`config.mk`:
```
export PLATFORM = sky130hd
export DESIGN_NAME = aes_mixcols_seq_flat
export DESIGN_NICKNAME = d
export VERILOG_FILES = /design/src/rtl/aes_mixcols_seq_if.sv /design/src/rtl/aes_mixcols_seq.sv /design/src/flat_wrapper.sv
export SDC_FILE = /design/constraint.sdc
export NUM_CORES = 1
export LEC_CHECK = 0
export ABC_CLOCK_PERIOD_IN_PS = 10600
export CORE_MARGIN = 2
export CORE_UTILIZATION = 45
export DETAILED_ROUTE_END_ITERATION = 16
export PLACE_DENSITY = 0.7
export SETUP_SLACK_MARGIN = 0.5
export SLEW_MARGIN = 20
export SYNTH_ARGS = -nofsm -noshare
export SYNTH_HDL_FRONTEND = slang
export SYNTH_SLANG_ARGS = --single-unit
```
`constraint.sdc`:
```
create_clock -name clk -period 10.6 [get_ports clk]
set_clock_uncertainty 0.1 [all_clocks]
set_input_delay 1.06 -clock clk [delete_from_list [all_inputs] [get_ports clk]]
set_output_delay 1.06 -clock clk [all_outputs]
set_load 0.01 [all_outputs]
```
`src/rtl/aes_mixcols_seq_if.sv`:
```
// Handshake and data bundle between the AES round datapath and the MixColumns sequencer.
interface aes_mixcols_seq_if;
    logic         start_i;
    logic         inv_i;
    logic         bypass_i;
    logic         flush_i;
    logic [127:0] state_i;
    logic [127:0] state_o;
    logic         valid_o;
    logic         ready_o;
    logic         busy_o;

    modport master (
        output start_i, inv_i, bypass_i, flush_i, state_i,
        input  state_o, valid_o, ready_o, busy_o
    );

    modport slave (
        input  start_i, inv_i, bypass_i, flush_i, state_i,
        output state_o, valid_o, ready_o, busy_o
    );
endinterface

```
`src/rtl/aes_mixcols_seq.sv`:
```
// AES (Inv)MixColumns sequencer: one shared 32-bit column mixer, one column per cycle.
module aes_mixcols_seq (
    input  logic               clk,
    input  logic               rst,
    aes_mixcols_seq_if.slave   bus
);
    localparam int unsigned COL_W  = 32;
    localparam int unsigned N_COLS = 4;

    localparam logic [1:0] S_IDLE = 2'd0;
    localparam logic [1:0] S_RUN  = 2'd1;
    localparam logic [1:0] S_DONE = 2'd2;

    logic [1:0]                  r_state;
    logic [1:0]                  r_col;
    logic [N_COLS-1:0][COL_W-1:0] r_wbuf;
    logic                        r_inv;
    logic [127:0]                r_state_o;

    logic [1:0]                  w_state_nxt;
    logic [1:0]                  w_col_nxt;
    logic [N_COLS-1:0][COL_W-1:0] w_wbuf_nxt;
    logic                        w_inv_nxt;
    logic [127:0]                w_state_o_nxt;
    logic [COL_W-1:0]            w_col_in;
    logic [COL_W-1:0]            w_mix;

    function automatic logic [7:0] xtime(input logic [7:0] a);
        return {a[6:0], 1'b0} ^ (a[7] ? 8'h1B : 8'h00);
    endfunction

    // One output row; a0 is the byte in the same row, a1..a3 the following rows (mod 4).
    function automatic logic [7:0] mix_row(input logic [7:0] a0, input logic [7:0] a1,
                                           input logic [7:0] a2, input logic [7:0] a3,
                                           input logic inv);
        logic [7:0] x2_0, x4_0, x8_0;
        logic [7:0] x2_1, x4_1, x8_1;
        logic [7:0] x2_2, x4_2, x8_2;
        logic [7:0] x2_3, x4_3, x8_3;
        x2_0 = xtime(a0); x4_0 = xtime(x2_0); x8_0 = xtime(x4_0);
        x2_1 = xtime(a1); x4_1 = xtime(x2_1); x8_1 = xtime(x4_1);
        x2_2 = xtime(a2); x4_2 = xtime(x2_2); x8_2 = xtime(x4_2);
        x2_3 = xtime(a3); x4_3 = xtime(x2_3); x8_3 = xtime(x4_3);
        if (inv) begin
            // 0E*a0 ^ 0B*a1 ^ 0D*a2 ^ 09*a3
            return (x8_0 ^ x4_0 ^ x2_0) ^ (x8_1 ^ x2_1 ^ a1) ^
                   (x8_2 ^ x4_2 ^ a2)   ^ (x8_3 ^ a3);
        end
        // 02*a0 ^ 03*a1 ^ a2 ^ a3
        return x2_0 ^ (x2_1 ^ a1) ^ a2 ^ a3;
    endfunction

    // Column mixer on the column currently selected by r_col.
    always_comb begin
        logic [7:0] b0, b1, b2, b3;
        w_col_in = r_wbuf[r_col];
        b0 = w_col_in[7:0];
        b1 = w_col_in[15:8];
        b2 = w_col_in[23:16];
        b3 = w_col_in[31:24];
        w_mix = {mix_row(b3, b0, b1, b2, r_inv),
                 mix_row(b2, b3, b0, b1, r_inv),
                 mix_row(b1, b2, b3, b0, r_inv),
                 mix_row(b0, b1, b2, b3, r_inv)};
    end

    // Next-state and datapath update logic.
    always_comb begin
        w_state_nxt   = r_state;
        w_col_nxt     = r_col;
        w_wbuf_nxt    = r_wbuf;
        w_inv_nxt     = r_inv;
        w_state_o_nxt = r_state_o;
        case (r_state)
            S_IDLE: begin
                // flush wins over start: a simultaneous request is dropped
                if (bus.start_i && !bus.flush_i) begin
                    w_wbuf_nxt = bus.state_i;
                    w_inv_nxt  = bus.inv_i;
                    if (bus.bypass_i) begin
                        w_state_o_nxt = bus.state_i;
                        w_state_nxt   = S_DONE;
                    end else begin
                        w_col_nxt   = 2'd0;
                        w_state_nxt = S_RUN;
                    end
                end
            end
            S_RUN: begin
                if (bus.flush_i) begin
                    w_state_nxt = S_IDLE;
                end else begin
                    w_wbuf_nxt[r_col] = w_mix;
                    w_col_nxt         = 2'(r_col + 2'd1);
                    if (r_col == 2'd3) begin
                        // last column goes straight to the output register
                        w_state_o_nxt = {w_mix, r_wbuf[2], r_wbuf[1], r_wbuf[0]};
                        w_state_nxt   = S_DONE;
                    end
                end
            end
            S_DONE: begin
                w_state_nxt = S_IDLE;
            end
            default: begin
                w_state_nxt = S_IDLE;
            end
        endcase
    end

    // State and datapath registers with synchronous reset.
    always_ff @(posedge clk) begin
        if (rst) begin
            r_state   <= S_IDLE;
            r_col     <= 2'd0;
            r_wbuf    <= '0;
            r_inv     <= 1'b0;
            r_state_o <= '0;
        end else begin
            r_state   <= w_state_nxt;
            r_col     <= w_col_nxt;
            r_wbuf    <= w_wbuf_nxt;
            r_inv     <= w_inv_nxt;
            r_state_o <= w_state_o_nxt;
        end
    end

    // Status outputs decoded from the state register only.
    assign bus.state_o = r_state_o;
    assign bus.valid_o = (r_state == S_DONE);
    assign bus.ready_o = (r_state == S_IDLE);
    assign bus.busy_o  = (r_state == S_RUN) || (r_state == S_DONE);
endmodule

```
`src/flat_wrapper.sv`:
```
// flat-port wrapper written by rule: the top's interface ports become plain ports
module aes_mixcols_seq_flat 
  (clk, rst, bus_start_i, bus_inv_i, bus_bypass_i, bus_flush_i, bus_state_i, bus_state_o, bus_valid_o, bus_ready_o, bus_busy_o);
  aes_mixcols_seq_if bus_i ();
  input  logic clk;
  input  logic rst;
  input wire logic [$bits(bus_i.start_i)-1:0] bus_start_i;
  input wire logic [$bits(bus_i.inv_i)-1:0] bus_inv_i;
  input wire logic [$bits(bus_i.bypass_i)-1:0] bus_bypass_i;
  input wire logic [$bits(bus_i.flush_i)-1:0] bus_flush_i;
  input wire logic [$bits(bus_i.state_i)-1:0] bus_state_i;
  output wire logic [$bits(bus_i.state_o)-1:0] bus_state_o;
  output wire logic [$bits(bus_i.valid_o)-1:0] bus_valid_o;
  output wire logic [$bits(bus_i.ready_o)-1:0] bus_ready_o;
  output wire logic [$bits(bus_i.busy_o)-1:0] bus_busy_o;
  assign bus_i.start_i = bus_start_i;
  assign bus_i.inv_i = bus_inv_i;
  assign bus_i.bypass_i = bus_bypass_i;
  assign bus_i.flush_i = bus_flush_i;
  assign bus_i.state_i = bus_state_i;
  assign bus_state_o = bus_i.state_o;
  assign bus_valid_o = bus_i.valid_o;
  assign bus_ready_o = bus_i.ready_o;
  assign bus_busy_o = bus_i.busy_o;
  aes_mixcols_seq u_core (.clk(clk), .rst(rst), .bus(bus_i));
endmodule
```
==> results of run 1 <==
==> final timing paths <==
| path | slack [ns] | endpoint | from |
|---|---|---|---|
| worst max-delay path | 5.79 | u_core.bus.state_o[117] | u_core.r_col[0] |
| worst min-delay path | 0.35 | u_core.r_wbuf[119] | u_core.r_wbuf[119] |
| worst max register to register | 5.79 | u_core.bus.state_o[117] | u_core.r_col[0] |
| worst min register to register | 0.35 | u_core.r_wbuf[119] | u_core.r_wbuf[119] |
==> kinds of logic after synthesis <==
family / count (synthesis)
compound gates: 449
xor+xnor: 222
fa+ha+maj: 7
buf+inv: 157
flops: 261
mux: 117
simple gates: 356
==> registers in the layout, indices dropped and copies added (netlist names) <==
name	count
u_core.r_wbuf	128
u_core.r_col	2
u_core.r_state	2
u_core.r_inv	1
u_core.bus.state_o	128
==> layout make-up <==
type | instances | share of cell area, %
clock buffer | 40 | 4.541
clock inverter | 11 | 1.142
inverter | 11 | 0.2217
multi-input combinational | 1151 | 48.07
sequential | 261 | 28.06
tap | 442 | 2.969
timing repair buffer | 284 | 15.00
==> layer usage <==
layer | GRT usage [%] | vias to the layer above | part of all wire (%)
met4 | 12.51 | 0 | 4.3
li1 | - | 6015 | -
met2 | 49.97 | 714 | 47
met3 | 4.699 | 125 | 7.8
met1 | 40.58 | 6409 | 41
met5 | 0 | - | 0
==> power by group <==
part | internal, W | switching [W] | total, W
logic | 0.000995 | 0.00123 | 0.00222
clock network | 0.000678 | 0.000431 | 0.00111
registers | 0.00112 | 0.000120 | 0.00124
==> critical path, stage by stage, from the launching register on <==
cell,delay [ns]
sky130_fd_sc_hd__dfxtp_2,0.53
sky130_fd_sc_hd__buf_4,0.51
sky130_fd_sc_hd__mux4_2,0.79
sky130_fd_sc_hd__xnor2_2,0.60
sky130_fd_sc_hd__xnor3_1,0.50
sky130_fd_sc_hd__xnor2_1,0.20
sky130_fd_sc_hd__xnor3_1,0.23
sky130_fd_sc_hd__a21oi_1,0.80
sky130_fd_sc_hd__a21o_1,0.27
sky130_fd_sc_hd__o31ai_1,0.08
==> synth_stat cells, drive strengths merged, types with 12 or more instances <==
master,count,area [um^2]
dfxtp,261,5225
nor2,171,641.9
a21oi,149,745.7
xnor2,128,1256
clkbuf,104,390.4
a211oi,101,758.2
mux2i,82,820.8
nand2,82,307.8
o21ai,70,350.3
xor2,48,461.7
o221ai,45,394.1
buf,42,251.5
xnor3,34,767.0
nor3,33,175.2
mux4,32,720.7
nand3,21,105.1
nor2b,18,112.6
and3,15,93.84
o22ai,12,75.07
xor3,12,286.5
==> stage by stage <==
stage	setup WS, ns	cells
3_5_place_dp	5.551	2149
5_1_grt	5.689	2200
2_1_floorplan	7.196	1569
3_3_place_gp	5.750	2149
6_report	5.794	2200
4_1_cts	5.800	2200
==> flow_results.org, run 1 <==
** Floorplan
- Measured along the y axis, the die boundary spans 185.4 um.
- The floorplan step set the die width to 185.4 um.
- Placeable Area :: 32450 um^2
- Placement Rows :: 66
- In this run the count of I/O pins placed on the die edge is 265.
- Die Area :: 34390 um^2
- Once the floorplan was initialized, standard cells occupied 45.65% of the core.

** Detailed routing
- DRT Wirelength :: 53840 um
- Number of detailed-routing iterations run before antenna repair :: 8
- Detailed Route Iter0 Violations :: 1225
- Count of unresolved DRC violations after routing :: 0
- Once detail routing completed, the nets flagged for antenna violations numbered 0.
- The final route contains 13260 vias.
- In the routed layout, each cell is associated on average with a via count of 6.029.
- After detailed routing, the average wire length per cell comes to 24.47 um.

** Global routing
- Global routing finished with a remaining overflow of 0.
- Via count of the first global-routing pass :: 12740
- The number of antenna violations at the first check in global routing is 0.
- The first global-routing pass estimated 79180 um of wire.
- Pin count of the biggest net entering global routing :: 114
- In the global route stage, overall resource usage came out at 30.64%.

** Clock network
- Buffers inserted during clock tree synthesis total 28.
- CTS Sinks :: 261
- Clock latency on the worst-skew pair, taken at its later pin, is 0.58 ns.
- Post-CTS timing repair inserted 0 buffers for setup.
- CTS tree :: built
- Clock-pin slew was measured on the worst setup and hold paths at 0.07 ns.
- The clock passes through at most 3 buffers.
- The cell sitting at the root of the clock tree is a sky130_fd_sc_hd__clkbuf_16.
- CTS H-Tree Depth :: 1
- CTS resizes :: 0
- After clock tree synthesis, the flow added hold-fix buffers numbering 0.

** Placement
- In this run the cell area measured after placement is 17570 um^2.
- Detailed placement ended at an HPWL of 39420 um.
- Weighted congestion reported at the end of routability-driven placement :: 0.9413
- During placement, the flow inserted port buffers numbering 264.

** Pwr
- Power per cell area :: 245.5 nW/um^2
- VDD sags by at most 131.0 uV.
- For this design the static power due to leakage is 6.625 nW.
- Total power of the final layout :: 0.004574 W

** Yosys
- Synth Register Bits :: 261
- Multiplexer area fraction after synthesis :: 10.63%
- Main synth FF type :: sky130_fd_sc_hd__dfxtp_1
- The synthesized netlist devotes 10.40% of its cell area to simple gates.
- Sequential element share of the synthesized area :: 35.27%
- The synthesized netlist devotes 19.79% of its cell area to compound gates.
- Gate count after technology mapping :: 1569
- Synth Area in Adders :: 0.5912%
- Number of unique standard cell types used by synthesis :: 57
- Number of synthesized flops with an enable pin :: 0
- Avg Inst Size Synth :: 9.442 um^2
- Synth Cell Area :: 14810 um^2
- Synth warn :: 0
- Of the total synthesized cell area, the portion taken by XOR and XNOR cells is 18.71%.
- Counting every net in the synthesized netlist gives 1710.
- After synthesis, the share of flip-flops with an asynchronous set or reset is 0%.
- After synthesis, the largest family of logic cells by area is compound AO/OA/AOI/OAI gates.

** Min path
- The tightest min-delay check is of the flop to flop type.
- Instance count along the most critical hold path :: 2

** Setup path
- CP arrival :: 5.12 ns
- Worst Setup Start Kind :: flop
- Worst reg-to-reg path cell count :: 9
- Of all nets on the critical path, the largest fanout is 27.
- CP endpoint kind :: flop
- The setup path with the least slack is of type flop to flop.
- At the worst endpoint, the required time is 10.92 ns.

** Final layout
- Registers take 5226 um^2.
- The multi-input combinational cells in the finished layout cover a total of 8955 um^2.
- At the end of the flow, the number of nets in the layout was 1878.
- Antenna fix cells :: 0
- With fillers left out, the area of the finished cells amounts to 18630 um^2.
- Fill cell instance count of the final layout :: 2869
- Post-Route Utilization :: 57.40%
- Leaving out fill and tap cells, the most frequent cell in the layout is sky130_fd_sc_hd__clkdlybuf4s50_1.
- From synthesis to final layout, the design area changed by 25.74%.
- Highest-count cells in the layout ignoring fill and taps :: sky130_fd_sc_hd__clkdlybuf4s50_1 (263), sky130_fd_sc_hd__dfxtp_1 (260), sky130_fd_sc_hd__nor2_1 (169)
- The post-route netlist has 8.134% of its cells at a drive strength greater than 1.

** Timing
- In the finished design, the share of the clock period the worst path needs comes to 45.34%.
- On the final layout, the worst hold slack is 0.3540 ns.
- Measured against its own limit, the worst slew margin works out to 22.63%.
- Setup_tns :: 0 ns
- Worst-Margin Slew :: 1.156 ns
- Setup repair after global routing left no endpoint under its margin.
- Final-report max-slew violation count :: 0
- The worst path needs 4.806 ns of the cycle, external delays included.
- Maximum clock frequency :: 208.1 MHz
- Count of final hold-check violations :: 0
- Setup violations, final :: 0

** Run
- Max-Cap Viols :: 0

** Run status
- The run finished with clean final reports.
Note: power is estimated with default switching activity, not from simulation.
==> inputs of run 2 (changes only) <==
ABC_CLOCK_PERIOD_IN_PS = 5000   (was 10600)
clock period = 5 ns   (was 10.6 ns; I/O delays follow)
==> run 2 against run 1 <==
  * Power increased by 110%
  * Clock-buffer cell count increased by 5
  * Wire length increased by 4.8%
  * Via count decreased by 0.35%
  * Sequential power increased by 110%
  * Worst hold slack got worse by 0.0018 ns
  * Final cell count increased by 1.2%
  * Sequential share of layout area decreased by 0.26 points
==> flow_results.org, run 2 (synthesized netlist as in run 1, its figures left out) <==
** Timing
- Final-report max-slew violation count :: 0
- For this run, the top clock speed supported by timing is 236.7 MHz.
- Setup repair after global routing left no endpoint under its margin.
- The worst path uses 84.49% of the clock period.
- Setup violations, final :: 0
- Worst slew margin :: 25.88%
- Setup_tns :: 0 ns
- The final-report hold violation count came to 0.
- The worst path needs 4.224 ns of the cycle, external delays included.
- Worst-Margin Slew :: 1.112 ns

** Setup path
- Along the worst path, the maximum fanout reaches 20.
- The worst setup path is of the flop to flop kind.
- The cell family contributing the most delay on the critical path is XOR/XNOR gates.
- In this design, the stage delay of the slowest critical-path cell is 0.71 ns.
- Required @ worst endpoint :: 5.32 ns
- The critical path goes through buf_12 > mux4_2 > xor2_2 > xnor3_2 > xnor3_1 > a21oi_1 > xnor2_1 > and2_1 > o41ai_2.
- The largest individual stage delay along the critical path comes from the cell sky130_fd_sc_hd__mux4_2.
- Worst path bufs/invs :: 1
- STA classifies the critical path endpoint as a flop.
- Worst Setup Start Kind :: flop
- For the worst setup path, the data arrival time is 4.55 ns.

** Clock network
- Count of buffers added by post-CTS timing repair for setup :: 0
- Clock tree synthesis inserted a total of 29 buffers.
- CTS H-Tree Depth :: 1
- TritonCTS built the clock tree.
- The root buffer cell chosen for the clock tree is sky130_fd_sc_hd__clkbuf_16.
- For the worst-skew pair, the clock arrives at the later sink with an insertion delay of 0.58 ns.
- Clock-pin slew was measured on the worst setup and hold paths at 0.06 ns.
- For this design, the sink count on the clock tree is 261.
- Maximum root-to-sink buffer count :: 3

** Global routing
- Initial antenna violation count :: 0
- Pin count of the biggest net entering global routing :: 104
- Global routing usage summed across all routing layers :: 32.40%
- Aggregate global routing overflow :: 0
- The first global-routing pass estimated 82120 um of wire.
- The via count of the first global-routing pass came to 12660.

** Final layout
- Compared with the post-synthesis result, the final layout area differs by 26.93%.
- Cells with a size suffix above 1 make up 9.132% of the layout.
- Leaving out fill and tap cells, the most frequent cell in the layout is sky130_fd_sc_hd__clkdlybuf4s50_1.
- After filler insertion, the fill cell instance count of the layout stands at 2854.
- The finished cells cover 18800 um^2.
- The library cells used most frequently in the layout, excluding fill and tap cells, are sky130_fd_sc_hd__clkdlybuf4s50_1 (263), sky130_fd_sc_hd__dfxtp_1 (260), sky130_fd_sc_hd__nor2_1 (170).
- The number of antenna diodes in the final layout is 0.
- The net count of the finished layout is 1906.

** Floorplan
- I/O pins :: 265
- Die height :: 185.4 um
- Placement Rows :: 66
- The core region is 32450 um^2.
- Die Area :: 34390 um^2
- Initial standard-cell utilization of the core :: 45.65%
- In this run the horizontal extent of the chip is 185.4 um.

** Min path
- Worst min-delay path class :: flop to flop

** Detailed routing
- Count of unresolved DRC violations after routing :: 0
- Post-detailed-route via-to-cell ratio :: 5.935
- Average wire length per cell after detail routing :: 25.34 um
- The final route contains 13220 vias.
- DRT antenna net count :: 0
- DRT Wirelength :: 56430 um
- For this block, the initial DRC count from the detailed router was 1129.
- The first TritonRoute pass finished after 5 iterations.

** Pwr
- Power per cell area :: 515.9 nW/um^2
- Sequential cells burn 27.1% of the power.
- NetSw :: 0.003756 W
- Share of total power in the clock network :: 22.7%
- Internal :: 0.005945 W
- In this run the static leakage power is 6.718 nW.
- Worst VDD drop :: 300.2 uV
- The completed layout was analyzed and its total power is 0.009701 W.
- Net switching is 38.72% of the power.
- The share of total power dissipated in combinational logic is 50.2%.

** Placement
- Port Buf Inserts :: 264
- Area after DPL :: 17830 um^2
- Routability-driven placement finished with a final weighted congestion of 0.9585.
- HPWL after DPL :: 42460 um

** Run
- Max-Cap Viols :: 0

** Run status
- Result of the run :: finished clean
run 2: power by group through the flow:
| stage | Combinational, W | Sequential (W) | Clock (W) |
|---|---|---|---|
| CTS | 0.00483 | 0.00262 | 0.00222 |
| floorplan | 0.00312 | 0.00263 | 0 |
| finish | 0.00487 | 0.00263 | 0.00220 |
| global route | 0.00517 | 0.00265 | 0.00230 |
| detailed placement | 0.00479 | 0.00267 | 0 |
| global placement | 0.00481 | 0.00266 | 0 |
run 2: metrics by stage:
step           instances  worst slack [ns]  hold slack [ns]  utilization (%)
6_report            2227            0.7756           0.3523            57.94
2_1_floorplan       1569             1.596           0.3332                -
5_1_grt             2227            0.5114           0.3779            57.94
3_5_place_dp        2176            0.7025           0.3449            54.93
3_3_place_gp        2176            0.6698           0.3426            54.93
4_1_cts             2227            0.6617           0.3525            57.91
run 2: what timing repair did:
action                                  CTS  global route
hold buffers                              0             0
gates resized for setup                   0             2
endpoints found under the setup margin    0             8
run 2: worst paths after layout:
path | endpoint | cells after the start | slack, ns | start
setup reg to reg | u_core.bus.state_o[101] | 9 | 0.78 | u_core.r_col[0]
setup / recovery | u_core.bus.state_o[101] | 9 | 0.78 | u_core.r_col[0]
hold reg to reg | u_core.r_wbuf[119] | 2 | 0.35 | u_core.r_wbuf[119]
hold / removal | u_core.r_wbuf[119] | 2 | 0.35 | u_core.r_wbuf[119]
run 2: layer usage:
metal,GRT usage [%],wire length (um)
met1,42.67,23020
met2,52.72,26450
met3,5.407,4323
met4,13.37,2635
met5,0,0
run 2: worst min-delay path: stages, from the launching register on:
cell and delay [ns]:
sky130_fd_sc_hd__dfxtp_1 0.30, sky130_fd_sc_hd__nand2_1 0.05, sky130_fd_sc_hd__a21oi_1 0.05
run 2: final cells by class:
class | instances | area, um^2 | area share (%)
multi-input cells | 1151 | 8962 | 47.66
flip-flops and latches | 261 | 5226 | 27.79
repair buffers | 311 | 3055 | 16.25
clock buffers | 45 | 845.8 | 4.498
well taps | 442 | 553.0 | 2.941
clock inverters | 6 | 120.1 | 0.6388
inverters | 11 | 41.29 | 0.2196
==> inputs of run 3 (changes only) <==
ABC_CLOCK_PERIOD_IN_PS = 4280   (was 5000)
clock period = 4.28 ns   (was 5 ns; I/O delays follow)
==> run 3 against run 2 <==
  * Sequential cell count stayed put
  * Worst hold slack improved by 0.0021 ns
  * Setup slack got worse by 0.23 ns
  * Sequential share of layout area shrank 0.58 points
  * Core utilization rose by 1.3 points
  * Wire length is 0.81% higher
  * Register-to-register slack got worse by 0.23 ns
  * Global-route usage barely moved
  * First-iteration DRC count grew 21%
==> flow_results.org, run 3 (synthesized netlist as in run 1, its figures left out) <==
** Final layout
- The multi-input combinational cells in the finished layout cover a total of 9064 um^2.
- Counting the fill cells in the layout gives 2836.
- Highest-count cells in the layout ignoring fill and taps :: sky130_fd_sc_hd__clkdlybuf4s50_1 (263), sky130_fd_sc_hd__dfxtp_1 (260), sky130_fd_sc_hd__nor2_1 (170)
- Commonest non-fill, non-tap cell in the layout :: sky130_fd_sc_hd__clkdlybuf4s50_1
- Antenna fix cells :: 0
- Final net count :: 1948
- Across the whole layout, storage elements account for 5229 um^2.
- Of the cells placed in the final design, the portion with a size suffix greater than 1 is 12.06%.
- Relative area change from synthesis to final layout :: 29.71%
- Final instance area :: 19220 um^2

** Timing
- Worst slew margin :: 43.72%
- After layout, the worst path uses 87.14% of the clock period.
- Count of final hold-check violations :: 0
- Setup violations, final :: 0
- The final max-slew violation count came to 0.
- For this run, the top clock speed supported by timing is 268.1 MHz.
- At the pin with the least slew margin, the transition time is 0.8442 ns.
- Setup repair after global routing could not meet its margin everywhere.
- Worst hold slack across all endpoints :: 0.3543 ns
- In the final timing run, aggregate negative setup slack is 0 ns.
- For the finished layout, the period the worst path requires is 3.730 ns.

** Placement
- During placement, the flow inserted port buffers numbering 264.
- Area after DPL :: 17950 um^2
- The congestion estimate from routability-driven global placement came to 0.9433.
- HPWL after DPL :: 42210 um

** Floorplan
- Initial standard-cell utilization of the core :: 45.65%
- The region available for standard cell placement spans 32450 um^2.
- After floorplanning, the core was divided into 66 placement rows.
- Die outline width :: 185.4 um
- Die height :: 185.4 um
- Die Area :: 34390 um^2
- I/O pins :: 265

** Setup path
- Standard cell with the maximum stage delay on the critical path :: sky130_fd_sc_hd__mux4_2
- The critical path in this run is classified as flop to flop.
- Tracing the worst setup path back leads to its startpoint at u_core.r_col[0].
- Worst Setup Start Kind :: flop
- Launch instance of the worst register-to-register path :: u_core.r_col[0]
- Required @ worst endpoint :: 4.63 ns
- Measured in cells, the most critical reg-to-reg path has a length of 10.
- In this run the register-to-register setup slack is 0.55 ns.
- The worst setup path is captured at a flop.
- STA puts the critical path data arrival time at 4.08 ns.
- Critical path, cell by cell :: buf_6 > mux4_2 > buf_12 > xor2_4 > xor3_1 > xnor3_2 > xnor2_1 > mux2i_1 > xor2_2 > o21ai_1
- Capture instance of the worst register-to-register path :: u_core.bus.state_o[115]
- For this run, the slowest stage of the critical path takes 0.68 ns.
- In this run the worst path has a maximum fanout of 11.

** Detailed routing
- Across all layers, the routed design uses 13510 vias.
- The first detailed-routing pass took 5 iterations.
- Summed over all layers, the routed wires come to 56890 um.
- DRT antenna net count :: 0
- In the routed design, unresolved DRC markers number 0.
- Detailed Route Iter0 Violations :: 1366
- Average wire length per cell after detail routing :: 25.11 um
- After detailed routing, the number of vias per cell comes to 5.963.

** Min path
- Instance count along the most critical hold path :: 2
- Worst min-delay path class :: flop to flop
- Hold Path End :: u_core.r_wbuf[105]
- Beginning of the worst hold path :: u_core.r_wbuf[105]

** Global routing
- Via count of the first global-routing pass :: 13010
- Global routing used 32.43% of the available tracks across all layers.
- Pin count of the biggest net entering global routing :: 163
- After global routing the overflow that remains totals 0.
- Global-route wire length before repair :: 83020 um
- Initial antenna violation count :: 0

** Run
- Max-Cap Viols :: 0

** Clock network
- In this run, CTS created clock tree buffers numbering 29.
- Maximum root-to-sink buffer count :: 3
- Clock-pin slew was measured on the worst setup and hold paths at 0.06 ns.
- In this run the number of H-tree levels came out at 1.
- CTS tree :: built
- Clock latency of the later-clocked register in the worst-skew pair :: 0.58 ns
- CTS Sinks :: 261
- The tree is rooted in a sky130_fd_sc_hd__clkbuf_16.

** Pwr
- Static power due to leakage :: 6.969 nW
- Power per cell area :: 603.6 nW/um^2
- Worst VDD drop :: 415.5 uV

** Run status
- Result of the run :: finished clean
-- run 3: cell count changes in the layout (fill, tap and decap cells not counted), sizes merged --
cell    change
clkinv      +6
bufbuf      +1
inv         +1
buf        +41
clkbuf      -8
bufinv      -2
-- run 3: worst max-delay path: cells and delay by family (launching register included) --
kind | cells | cell delay [ns]
mux | 2 | 0.98
compound gates | 1 | 0.12
buf+inv | 2 | 0.39
flops | 1 | 0.45
xor+xnor | 5 | 1.55
-- run 3: cell type report --
cell class	instances	area share, %
multi-input cells	1151	47.17
flip-flops and latches	261	27.21
repair buffers	353	17.76
clock buffers	37	4.245
well taps	442	2.878
clock inverters	11	0.5274
inverters	11	0.2149
-- run 3: metal layers --
metal  wire length (um)  GRT usage (%)  part of all wire, %
met1              22970          42.16                   40
met2              26610          53.24                   47
met3               4713          5.722                  8.3
met4               2600          13.30                  4.6
met5                  0              0                    0
-- run 3: worst max-delay path by stage --
stage                               to  slack [ns]  cells after the start
2_1_floorplan       u_core.r_wbuf[118]        0.88                     10
3_3_place_gp   u_core.bus.state_o[102]        0.20                      9
3_5_place_dp   u_core.bus.state_o[102]        0.17                      9
4_1_cts             u_core.r_wbuf[118]        0.53                      8
5_1_grt             u_core.r_wbuf[118]        0.45                      8
6_report       u_core.bus.state_o[115]        0.55                     10
-- run 3: through the flow --
step	util, %	total power, W	setup WS (ns)	instances
after floorplan	-	0.006713	0.8760	1569
after global placement	55.31	0.008882	0.2020	2192
after detailed placement	55.31	0.008875	0.1734	2192
after CTS	58.45	0.01143	0.5341	2243
after global routing	59.21	0.01205	0.4511	2266
final	59.21	0.01160	0.5505	2266
-- run 3: power by group --
| part | switching [W] | leakage, nW | internal (W) |
|---|---|---|---|
| clock network | 0.00107 | 0.464 | 0.00140 |
| logic | 0.00322 | 4.37 | 0.00283 |
| registers | 0.000306 | 2.14 | 0.00278 |
-- run 3: what timing repair did --
action | CTS | global route
gates cloned | 1 | 0
hold buffers | 0 | 0
pin swaps | 1 | 6
setup buffers | 2 | 23
resized for setup | 9 | 10
setup endpoints to repair | 30 | 33
